<file path="config.mk">
export PLATFORM = sky130hd
export DESIGN_NAME = mem_master
export DESIGN_NICKNAME = d
export VERILOG_FILES = /design/src/rtl/mem_master_pkg.sv /design/src/rtl/mem_master.sv
export SDC_FILE = /design/constraint.sdc
export NUM_CORES = 1
export LEC_CHECK = 0
export CAP_MARGIN = 10
export CORE_MARGIN = 2
export CORE_UTILIZATION = 44
export CTS_BUF_LIST = sky130_fd_sc_hd__clkbuf_8
export DETAILED_ROUTE_END_ITERATION = 12
export HOLD_SLACK_MARGIN = 0.06
export PLACE_DENSITY_LB_ADDON = 0.1
export SLEW_MARGIN = 20
export SYNTH_ARGS = -nofsm -noshare
export SYNTH_HDL_FRONTEND = slang
export SYNTH_SLANG_ARGS = --single-unit
</file>
<file path="constraint.sdc">
create_clock -name clk -period 1.9 [get_ports clk]
set_input_delay 0.285 -clock clk [delete_from_list [all_inputs] [get_ports clk]]
set_output_delay 0.285 -clock clk [all_outputs]
set_load 0.02 [all_outputs]
</file>
<file path="src/rtl/mem_master_pkg.sv">
// rtl/mem_master_pkg.sv - shared state encoding and default widths for mem_master
package mem_master_pkg;

    localparam int DEF_ADDR_WIDTH = 6;
    localparam int DEF_DATA_WIDTH = 16;
    localparam int DEF_LEN_WIDTH  = 4;

    typedef enum logic [2:0] {
        IDLE      = 3'd0,
        RD_SETUP  = 3'd1,
        RD_HOLD   = 3'd2,
        WR_WAIT   = 3'd3,
        WR_COMMIT = 3'd4
    } state_t;

endpackage

</file>
<file path="src/rtl/mem_master.sv">
// rtl/mem_master.sv - burst read/write sequencer driving a single-port word memory
module mem_master
    import mem_master_pkg::*;
#(
    parameter int ADDR_WIDTH = DEF_ADDR_WIDTH,
    parameter int DATA_WIDTH = DEF_DATA_WIDTH,
    parameter int LEN_WIDTH  = DEF_LEN_WIDTH
) (
    input  logic                  clk,
    input  logic                  rst_n,
    input  logic                  req_valid,
    output logic                  req_ready,
    input  logic                  req_we,
    input  logic [ADDR_WIDTH-1:0] req_addr,
    input  logic [LEN_WIDTH-1:0]  req_len,
    input  logic                  wr_valid,
    output logic                  wr_ready,
    input  logic [DATA_WIDTH-1:0] wr_data,
    output logic                  rd_valid,
    input  logic                  rd_ready,
    output logic [DATA_WIDTH-1:0] rd_data,
    output logic                  busy,
    output logic [ADDR_WIDTH-1:0] mem_addr,
    output logic                  mem_we,
    output logic [DATA_WIDTH-1:0] mem_data,
    input  logic [DATA_WIDTH-1:0] mem_out
);

    state_t               state;
    state_t               next_state;
    logic [LEN_WIDTH-1:0] cnt;

    // Handshake and status outputs decode straight from the state so they
    // change on the same edge as the state itself.
    assign req_ready = (state == IDLE);
    assign wr_ready  = (state == WR_WAIT);
    assign busy      = (state != IDLE);

    // State register; reset aborts any burst in flight.
    always_ff @(posedge clk or negedge rst_n) begin
        if (!rst_n) begin
            state <= IDLE;
        end else begin
            state <= next_state;
        end
    end

    // Next-state selection.
    always_comb begin
        next_state = state;
        case (state)
            IDLE: begin
                if (req_valid) begin
                    next_state = req_we ? WR_WAIT : RD_SETUP;
                end
            end
            RD_SETUP: begin
                next_state = RD_HOLD;
            end
            RD_HOLD: begin
                if (rd_ready) begin
                    next_state = (cnt == '0) ? IDLE : RD_SETUP;
                end
            end
            WR_WAIT: begin
                if (wr_valid) begin
                    next_state = WR_COMMIT;
                end
            end
            WR_COMMIT: begin
                next_state = (cnt == '0) ? IDLE : WR_WAIT;
            end
            default: begin
                next_state = IDLE;
            end
        endcase
    end

    // Datapath registers: address/count, memory-side write strobe and the
    // read word held for the consumer. mem_we clears asynchronously so a
    // reset inside WR_COMMIT never lets the pending write reach the memory.
    always_ff @(posedge clk or negedge rst_n) begin
        if (!rst_n) begin
            cnt      <= '0;
            mem_addr <= '0;
            mem_we   <= 1'b0;
            mem_data <= '0;
            rd_data  <= '0;
            rd_valid <= 1'b0;
        end else begin
            case (state)
                IDLE: begin
                    if (req_valid) begin
                        mem_addr <= req_addr;
                        cnt      <= req_len;
                    end
                end
                RD_SETUP: begin
                    rd_data  <= mem_out;
                    rd_valid <= 1'b1;
                end
                RD_HOLD: begin
                    if (rd_ready) begin
                        rd_valid <= 1'b0;
                        if (cnt != '0) begin
                            cnt      <= cnt - LEN_WIDTH'(1);
                            mem_addr <= mem_addr + ADDR_WIDTH'(1);
                        end
                    end
                end
                WR_WAIT: begin
                    if (wr_valid) begin
                        mem_data <= wr_data;
                        mem_we   <= 1'b1;
                    end
                end
                WR_COMMIT: begin
                    mem_we <= 1'b0;
                    if (cnt != '0) begin
                        cnt      <= cnt - LEN_WIDTH'(1);
                        mem_addr <= mem_addr + ADDR_WIDTH'(1);
                    end
                end
                default: begin
                    mem_we   <= 1'b0;
                    rd_valid <= 1'b0;
                end
            endcase
        end
    end

endmodule

</file>
==> impl_metrics.tcl <==
set metrics [dict create \
    gp_congestion 0.8937 \
    fillers 403 \
    synthAdderAreaFrac 0.01674 \
    die_y_um 75.39 \
    seq_area_frac_synth 0.5246 \
    clock_skew_ns 0.006485 \
    grtUsageTotal 0.1846 \
    startpoint_type "flop" \
    clkSlewWorstSetupHoldPaths_ns 0.08 \
    fp.coreArea_sq_mm 0.004817 \
    hpwl_um 3664 \
    fin_crit_ns 1.816 \
    final_cell_area_sq_mm 0.003294 \
    ys_seq_elements 47 \
    worstPathRequired_ns 1.62 \
    rsz0062_at_grt "no" \
    critical_path_class "flop to output pin" \
    io_pins 91 \
    synth_area_sq_mm 0.002242 \
    fmax_ghz 0.5506 \
    worstMarginPinSlew_ns 0.5989 \
    ir_drop_mv 0.8497 \
    netlist.top_cell.by_area "dfrtp_1" \
    cts-root-buf "clkbuf_8" \
    powerDensity_mw_per_mm2 1775 \
    min_path_type "input pin to async pin" \
    io_buffer_count 90 \
    slew_violations 0 \
    ys_types 49 \
    die_area_sq_mm 0.005683 \
    synth_top_area_share 0.5246 \
    cts_sinks 47 \
    dpl_cell_area_sq_mm 0.003207 \
    setup_tns_ns 0 \
    antenna_left 0 \
    status "complete, no violations" \
    ys_top_cells_by_count "47 x dfrtp_1, 14 x mux2_2, 10 x mux2_1, 8 x inv_1, 8 x mux2_4" \
    vias 1688 \
    start_util 0.4655 \
    arrival_ns 1.53 \
    wl_per_cell_um 15.02 \
    synth_top_family_by_area "multiplexers" \
    hold_buffers 0 \
    nNetsFinal 316 \
    leakagePower_nw 1.418 \
    async_flop_share 1.000 \
    syn_nets 219 \
    cp_top_family "buffers and inverters" \
    slowest_stage "clkdlybuf4s50_1" \
    drtIter0Drc 80 \
    syn2layout_area_growth_pct 46.93 \
    finalSetupViolations 0 \
    ys.flop_type "dfrtp_1" \
    avgSynthCellArea_sq_um 13.35 \
    routed_wirelength_um 5001 \
    h-tree-depth 2 \
    clock_path_buffers 2 \
    synthMuxAreaShare 0.1741 \
    synth.most_common_cell "dfrtp_1" \
    worst-path-max-fanout 5 \
    finalHoldViolCount 0 \
    drive_gt1_frac 0.2105 \
    crit_path_end_kind "output pin" \
    grt_pass1_vias 1704 \
    yosys.area_share.simple 0.09821 \
    tritoncts "built" \
    cpPeakStageDelay_ns 0.53 \
    period_share 0.9559 \
    clock_latency_ns 0.29 \
    vias_per_cell 5.069 \
    drc 0 \
    slew_headroom 0.6007 \
    die_width_um 75.39 \
    cts_buffers 5 \
    crit_chain "nor3_2 -> inv_1 -> clkdlybuf4s50_1" \
    synth_compound_area_frac 0.1233 \
    synth_area_leaders "dfrtp_1 52%, mux2_2 7.0%, mux2_4 5.4%, mux2_1 5.0%, buf_6 2.0%" \
    synth_edf_count 0 \
    netlist_instances 168 \
    antenna_cells 0 \
    grt_pass1_wl_um 7969 \
    dr.pass1.iters 4 \
    synth.yosys.warnings 0 \
    cap_viol_max_count 0 \
    grt.overflow.total 0 \
    synth_xor_area_frac 0.01953 \
    cp_num_buf_inv 2 \
    grt_max_degree 48 \
    antenna_found_initial 0 \
    rows 25 \
]
-- placed cells by master (no fill, tap or decap), types with 4 or more instances in the layout --
cell | netlist | routed
a21oi_1 | 6 | 6
buf_4 | 2 | 6
a2bb2oi_1 | 4 | 4
inv_1 | 8 | 9
clkbuf_8 | 0 | 5
o21ai_1 | 4 | 4
dfrtp_1 | 47 | 47
nand2_1 | 4 | 4
clkdlybuf4s50_1 | 0 | 87
o21ai_0 | 4 | 4
mux2_2 | 14 | 14
mux2_4 | 8 | 8
mux2_1 | 10 | 10
-- repair_timing --
item                                    4_1_cts  5_1_grt
setup buffers                                 0        0
resized for setup                             3        0
endpoints found under the setup margin        3        0
-- worst paths after layout --
kind	startpoint	end	slack, ns	cells after the start
max	state[1]	busy	0.08	3
max reg2reg	cnt[0]	cnt[0]	0.19	6
min reg2reg	rd_data[9]	rd_data[9]	0.49	1
max in group asynchronous	rst_n	cnt[0]	1.41	2
min in group clk	rd_data[9]	rd_data[9]	0.49	1
min	rst_n	mem_data[15]	0.08	2
-- layout make-up --
cell class,instances,area [sq um],share of cell area
Multi-Input combinational cell,105,973.4,0.2955
Tap cell,67,83.83,0.02545
Timing Repair Buffer,96,938.4,0.2848
Sequential cell,47,1176,0.3570
Clock buffer,5,68.82,0.02089
Inverter,10,37.54,0.01139
Clock inverter,3,16.27,0.004937
-- state kept, by name (all words and copies together), names as in the netlist --
register,cells
mem_data,16
rd_data,16
mem_addr,6
cnt,4
state,3
mem_we,1
rd_valid,1
-- power breakdown --
group	internal [mW]	leakage, nW	switching (mW)	total, mW
clock	0.252	0.0453	0.324	0.576
sequential	1.51	0.557	0.332	1.84
combinational	1.74	0.816	1.68	3.43
total	3.51	1.42	2.34	5.85
-- logic make-up (layout without fill, tap and decap cells) --
logic type / count (synthesis) / in the layout
compound gates: 36 / 36
simple gates: 32 / 32
mux: 32 / 32
buf+inv: 16 / 114
flops: 47 / 47
fa+ha+maj: 3 / 3
xor+xnor: 2 / 2
-- layer usage --
metal	share of wire	track usage	vias to the layer above
met5	0	0	-
met4	0.0068	0.04873	0
met3	0.10	0.08201	5
met2	0.46	0.2821	69
met1	0.44	0.2411	813
li1	-	-	801
-- metrics by stage --
step / instances / hold WS [ns] / utilization / power, mW / setup WS, ns
finish: 333 / 0.08012 / 0.6839 / 5.847 / 0.08375
detailed placement: 325 / 0.4280 / 0.6657 / 5.315 / 0.1313
floorplan: 168 / -0.01059 / - / 3.942 / 0.2331
CTS: 333 / 0.1059 / 0.6839 / 5.907 / 0.07342
global placement: 325 / 0.4233 / 0.6657 / 5.263 / 0.1524
global route: 333 / 0.1383 / 0.6839 / 6.232 / 0.02184
No activity file was read; power rests on OpenSTA's default activity.
